<file path="config.mk">
export PLATFORM = sky130hd
export DESIGN_NAME = mem_arbiter
export DESIGN_NICKNAME = d
export VERILOG_FILES = /design/src/rtl/mem_arbiter.sv
export SDC_FILE = /design/constraint.sdc
export NUM_CORES = 1
export LEC_CHECK = 0
export BUFFER_PORTS_ARGS = -buffer_cell sky130_fd_sc_hd__buf_2
export CORE_ASPECT_RATIO = 1.4
export CORE_MARGIN = 2
export CORE_UTILIZATION = 40
export DETAILED_ROUTE_END_ITERATION = 8
export GPL_TIMING_DRIVEN = 0
export PLACE_DENSITY = 0.81
export SYNTH_ARGS = -nofsm -noshare
export SYNTH_HDL_FRONTEND = slang
export SYNTH_SLANG_ARGS = --single-unit
</file>
<file path="constraint.sdc">
create_clock -name clk -period 3.5 [get_ports clk]
set_input_delay 0.875 -clock clk [delete_from_list [all_inputs] [get_ports clk]]
set_output_delay 0.875 -clock clk [all_outputs]
set_load 0.02 [all_outputs]
</file>
<file path="src/rtl/mem_arbiter.sv">
// mem_arbiter: round-robin arbiter giving an icache (r0) and a dcache (r1) turns at one memory port.
// Ports: clk/reset; per requester rN_req/we/addr/wdata in, rN_gnt/rvalid/beat/done out;
// shared rdata; memory side mem_req/we/addr/wdata out, mem_rdata/mem_ack in.
module mem_arbiter #(
  parameter int AW    = 32,
  parameter int DW    = 32,
  parameter int BEATS = 4
) (
  input  logic                     clk,
  input  logic                     reset,
  input  logic                     r0_req,
  input  logic                     r0_we,
  input  logic [AW-1:0]            r0_addr,
  input  logic [DW-1:0]            r0_wdata,
  output logic                     r0_gnt,
  output logic                     r0_rvalid,
  output logic [$clog2(BEATS)-1:0] r0_beat,
  output logic                     r0_done,
  input  logic                     r1_req,
  input  logic                     r1_we,
  input  logic [AW-1:0]            r1_addr,
  input  logic [DW-1:0]            r1_wdata,
  output logic                     r1_gnt,
  output logic                     r1_rvalid,
  output logic [$clog2(BEATS)-1:0] r1_beat,
  output logic                     r1_done,
  output logic [DW-1:0]            rdata,
  output logic                     mem_req,
  output logic                     mem_we,
  output logic [AW-1:0]            mem_addr,
  output logic [DW-1:0]            mem_wdata,
  input  logic [DW-1:0]            mem_rdata,
  input  logic                     mem_ack
);
  localparam int BW = $clog2(BEATS);
  localparam logic [1:0] IDLE    = 2'd0;
  localparam logic [1:0] ACCESS  = 2'd1;
  localparam logic [1:0] RELEASE = 2'd2;
  logic [1:0]    state_q, state_d;
  logic          owner_q, owner_d, last_q, last_d, we_q, we_d;
  logic [AW-1:0] addr_q, addr_d;
  logic [DW-1:0] wdata_q, wdata_d;
  logic [BW-1:0] beat_q, beat_d;
  logic          pick, access, rd_ack;
  // on a tie the requester not served last wins; otherwise whoever asks
  assign pick   = (r0_req && r1_req) ? ~last_q : r1_req;
  assign access = state_q == ACCESS;
  assign rd_ack = access && !we_q && mem_ack;
  always_comb begin
    state_d = state_q;
    owner_d = owner_q;
    last_d  = last_q;
    we_d    = we_q;
    addr_d  = addr_q;
    wdata_d = wdata_q;
    beat_d  = beat_q;
    if (state_q == IDLE && (r0_req || r1_req)) begin
      state_d = ACCESS;
      owner_d = pick;
      last_d  = pick;
      we_d    = pick ? r1_we : r0_we;
      addr_d  = pick ? r1_addr : r0_addr;
      wdata_d = pick ? r1_wdata : r0_wdata;
      beat_d  = '0;
    end else if (access && mem_ack) begin
      beat_d  = we_q ? beat_q : beat_q + BW'(1);
      state_d = (we_q || beat_q == BW'(BEATS - 1)) ? RELEASE : ACCESS;
    end else if (state_q == RELEASE) begin
      state_d = IDLE;
    end
  end
  always_ff @(posedge clk or posedge reset) begin
    if (reset) begin
      state_q <= IDLE;
      owner_q <= 1'b0;
      last_q  <= 1'b1;
      we_q    <= 1'b0;
      addr_q  <= '0;
      wdata_q <= '0;
      beat_q  <= '0;
    end else begin
      state_q <= state_d;
      owner_q <= owner_d;
      last_q  <= last_d;
      we_q    <= we_d;
      addr_q  <= addr_d;
      wdata_q <= wdata_d;
      beat_q  <= beat_d;
    end
  end
  assign r0_gnt    = state_q != IDLE && !owner_q;
  assign r1_gnt    = state_q != IDLE && owner_q;
  assign r0_rvalid = rd_ack && !owner_q;
  assign r1_rvalid = rd_ack && owner_q;
  assign r0_beat   = r0_rvalid ? beat_q : '0;
  assign r1_beat   = r1_rvalid ? beat_q : '0;
  assign r0_done   = state_q == RELEASE && !owner_q;
  assign r1_done   = state_q == RELEASE && owner_q;
  assign rdata     = rd_ack ? mem_rdata : '0;
  assign mem_req   = access;
  assign mem_we    = access && we_q;
  // refills walk an aligned BEATS-word block starting at word 0
  assign mem_addr  = !access ? '0 : we_q ? addr_q :
                     (addr_q & ~AW'(4 * BEATS - 1)) + AW'({beat_q, 2'b00});
  assign mem_wdata = access ? wdata_q : '0;
endmodule

</file>
==> impl_metrics.yaml <==
die:
  rows: 45
  io_pins: 275
  start_util_pct: 41.35
  die_h_microns: 129.7
  dieArea_sq_mm: 0.01217
  fp.dieW_microns: 93.81
  core_area_sq_mm: 0.01092
clock_network:
  clockBufferDepth: 2
  h-tree-depth: 3
  path_clk_slew_ps: 50
  cts_setup_buffers: 0
  numCtsBuffers: 9
  cts-resized-gates: 0
  clk_latency_ps: 330
  holdBufCountCts: 0
  numClockSinks: 71
  cts_root_buf: "clkbuf_16"
  cts_tree: "yes"
finish:
  final_nets: 810
  finalCoreUtilization_pct: 58.21
  n_antenna_cell: 0
  drive_above_1_share_pct: 67.85
  stdcell_area_sq_mm: 0.006359
  final.fill_count: 915
  syn2layout_area_growth_pct: 40.78
global_route:
  grt_max_degree: 72
  grtUsageTotal_pct: 19.52
  grt_pass1_wl_mm: 18.18
  grt_pass1_vias: 3886
  grt_overflow_total: 0
  antenna_found_initial: 0
power:
  pwr_density_cell_mw_per_mm2: 853.5
  ir_drop_mv: 0.3494
  p_leak_nw: 3.482
route:
  first_pass_iters: 3
  drt_iter0_markers: 78
  wire_per_inst_microns: 15.54
  wirelength_mm: 12.24
  antenna_left: 0
  num_vias: 3759
  viasPerCell: 4.770
  drc: 0
setup_path:
  end_kind: "output port"
  r2r_end: "addr_q[14]$_DFFE_PP0P_"
  crit_path_frequent_cell: "inv_1"
  crit_required_ps: 2620
  endpoint: "mem_addr[10]"
  crit_chain: "inv_1 > nand2_1 > inv_1 > clkbuf_1 > and2_1 > buf_2"
  r2r_slack_ps: 1570
  crit_start: "state_q[1]$_DFFE_PP0P_"
  crit_arrival_ps: 2270
  regToRegStartpoint: "state_q[0]$_DFFE_PP0P_"
  path_max_fanout: 10
  crit_type: "flop to output port"
  start_kind: "flop"
  worst-r2r-cell-count: 6
  critPathMaxStageDelay_ps: 530
  critPathSlowestCell: "clkbuf_1"
timing:
  relSlewSlack_pct: 43.09
  skew_ps: 9.630
  setup_violations: 0
  worstMarginPinSlew_ps: 853.7
  fmax_ghz: 0.3177
  fin_crit_sh_pct: 89.94
  final-hold-violation-count: 0
  final_max_slew_viol_count: 0
  timing.final.crit_period_ps: 3148
  fin_setup_tns_ps: 0
  rsz0062_at_grt: "false"
synth:
  yosys_warnings: 0
  synth_area_sq_mm: 0.004517
  avgSynthCellArea_sq_um: 12.65
  yosysTopAreaCellShare_pct: 38.78
  synth_edf_count: 0
  yosysMostFrequentCell: "and2_1"
  syn_nets: 525
  yosys.cell_types.count: 27
  ys.flop_type: "dfrtp_1"
  synth_area_leaders: "dfrtp_1, mux2_4, and2_1"
  ys_ff_latch: 71
  yosysSeqAreaShare_pct: 39.36
  synth_largest_area_cell: "dfrtp_1"
  async_reset_ff_share_pct: 100.0
  syn_inst: 357
  ys_top_cells_by_count: "and2_1, mux2_4, dfrtp_1"
min_path:
  hp-class: "flop to flop"
  hold_depth: 1
run:
  maxCapViolCount: 0
placement:
  place_hpwl_mm: 9.730
  place.gp.congestion: 0.8838
  place_area_sq_mm: 0.006067
  io_buffer_count: 274
run_status:
  status: "finished, final reports clean"
-- cells in the final DEF, fill, tap and decap left out --
master	Yosys	routed
mux2_4	78	78
mux2_2	52	52
dfrtp_1	70	70
buf_4	5	5
clkinv_2	0	1
clkbuf_1	10	12
a21boi_0	1	1
inv_4	0	1
xnor2_1	1	1
inv_1	4	3
a31oi_1	1	1
buf_6	6	6
a21bo_2	1	1
and2_1	95	95
nor2_2	1	1
nand2b_1	1	1
nor3_1	2	2
o21a_1	1	1
a21oi_1	1	1
bufinv_16	0	1
ha_1	1	1
and3_1	6	6
o32ai_1	1	1
clkinv_4	0	1
clkinvlp_4	0	2
mux2i_1	3	3
nand2_1	1	1
dfstp_2	1	1
nor2_1	6	6
o21ai_0	2	2
clkbuf_16	0	9
buf_2	5	279
and4bb_2	1	1
-- kinds of logic (layout without fill, tap and decap cells) --
logic type / after synthesis / count (layout) / synth area share [%]
adders and majority gates: 1 / 1 / 0.2770
muxes: 133 / 133 / 39.56
and+or+nand+nor: 113 / 113 / 15.35
AOI/OAI and AO/OA: 8 / 8 / 1.219
buffers and inverters: 30 / 320 / 4.044
DFF: 71 / 71 / 39.36
xor gates and xnor gates: 1 / 1 / 0.1939
-- worst min-delay path by stage --
stage / from / endpoint / slack, ps
6_report: addr_q[7]$_DFFE_PP0P_ / addr_q[7]$_DFFE_PP0P_ / 490
3_3_place_gp: addr_q[8]$_DFFE_PP0P_ / addr_q[8]$_DFFE_PP0P_ / 480
4_1_cts: addr_q[9]$_DFFE_PP0P_ / addr_q[9]$_DFFE_PP0P_ / 500
3_5_place_dp: wdata_q[12]$_DFFE_PP0P_ / wdata_q[12]$_DFFE_PP0P_ / 480
5_1_grt: addr_q[9]$_DFFE_PP0P_ / addr_q[9]$_DFFE_PP0P_ / 500
2_1_floorplan: addr_q[31]$_DFFE_PP0P_ / addr_q[31]$_DFFE_PP0P_ / 470
-- state kept, by name, summed over array words and instances (netlist names) --
name,flops
addr_q,32
wdata_q,32
beat_q,2
state_q,2
last_q,1
owner_q,1
we_q,1
-- worst max-delay path, delay by kind of cell (launching register included) --
family	cells	cell delay [ps]
AND/OR/NAND/NOR	2	350
flip-flops	1	430
buffers and inverters	4	1170
-- routing by layer --
| metal | vias up | share of wire [%] | wire length [microns] | global-route usage (%) |
|---|---|---|---|---|
| li1 | 1783 | - | - | - |
| met1 | 1777 | 35 | 4327 | 19.87 |
| met2 | 180 | 56 | 6804 | 38.19 |
| met3 | 19 | 6.4 | 780 | 3.118 |
| met4 | 0 | 2.7 | 331 | 9.037 |
| met5 | - | 0 | 0 | 0 |
-- cell type report --
class	count	area (sq um)	share of cell area (%)
clock inverter	5	58.81	0.9248
clock buffer	11	232.7	3.660
tap	141	176.4	2.774
buffer	26	167.7	2.637
timing repair buffer	274	1371	21.57
inverter	4	17.52	0.2755
multi-input combinational	256	2556	40.20
sequential	71	1778	27.96
-- through the flow --
stage,hold slack (ps),instances,setup slack (ps),total power [W]
after detailed placement,484.7,772,672.9,0.004581
after CTS,498.7,788,317.3,0.005495
after floorplan,472.0,357,830.1,0.003651
after global placement,480.5,772,3.605,0.004504
final,494.6,788,351.9,0.005427
after global routing,501.6,788,229.1,0.005756
-- report_power, final --
part           total [W]  switching, W  internal (W)  leakage (nW)
logic            0.00307       0.00158       0.00148          2.51
registers        0.00148      0.000226       0.00125         0.837
clock network   0.000885      0.000333      0.000551         0.136
Note: power is estimated with default switching activity, not from simulation.
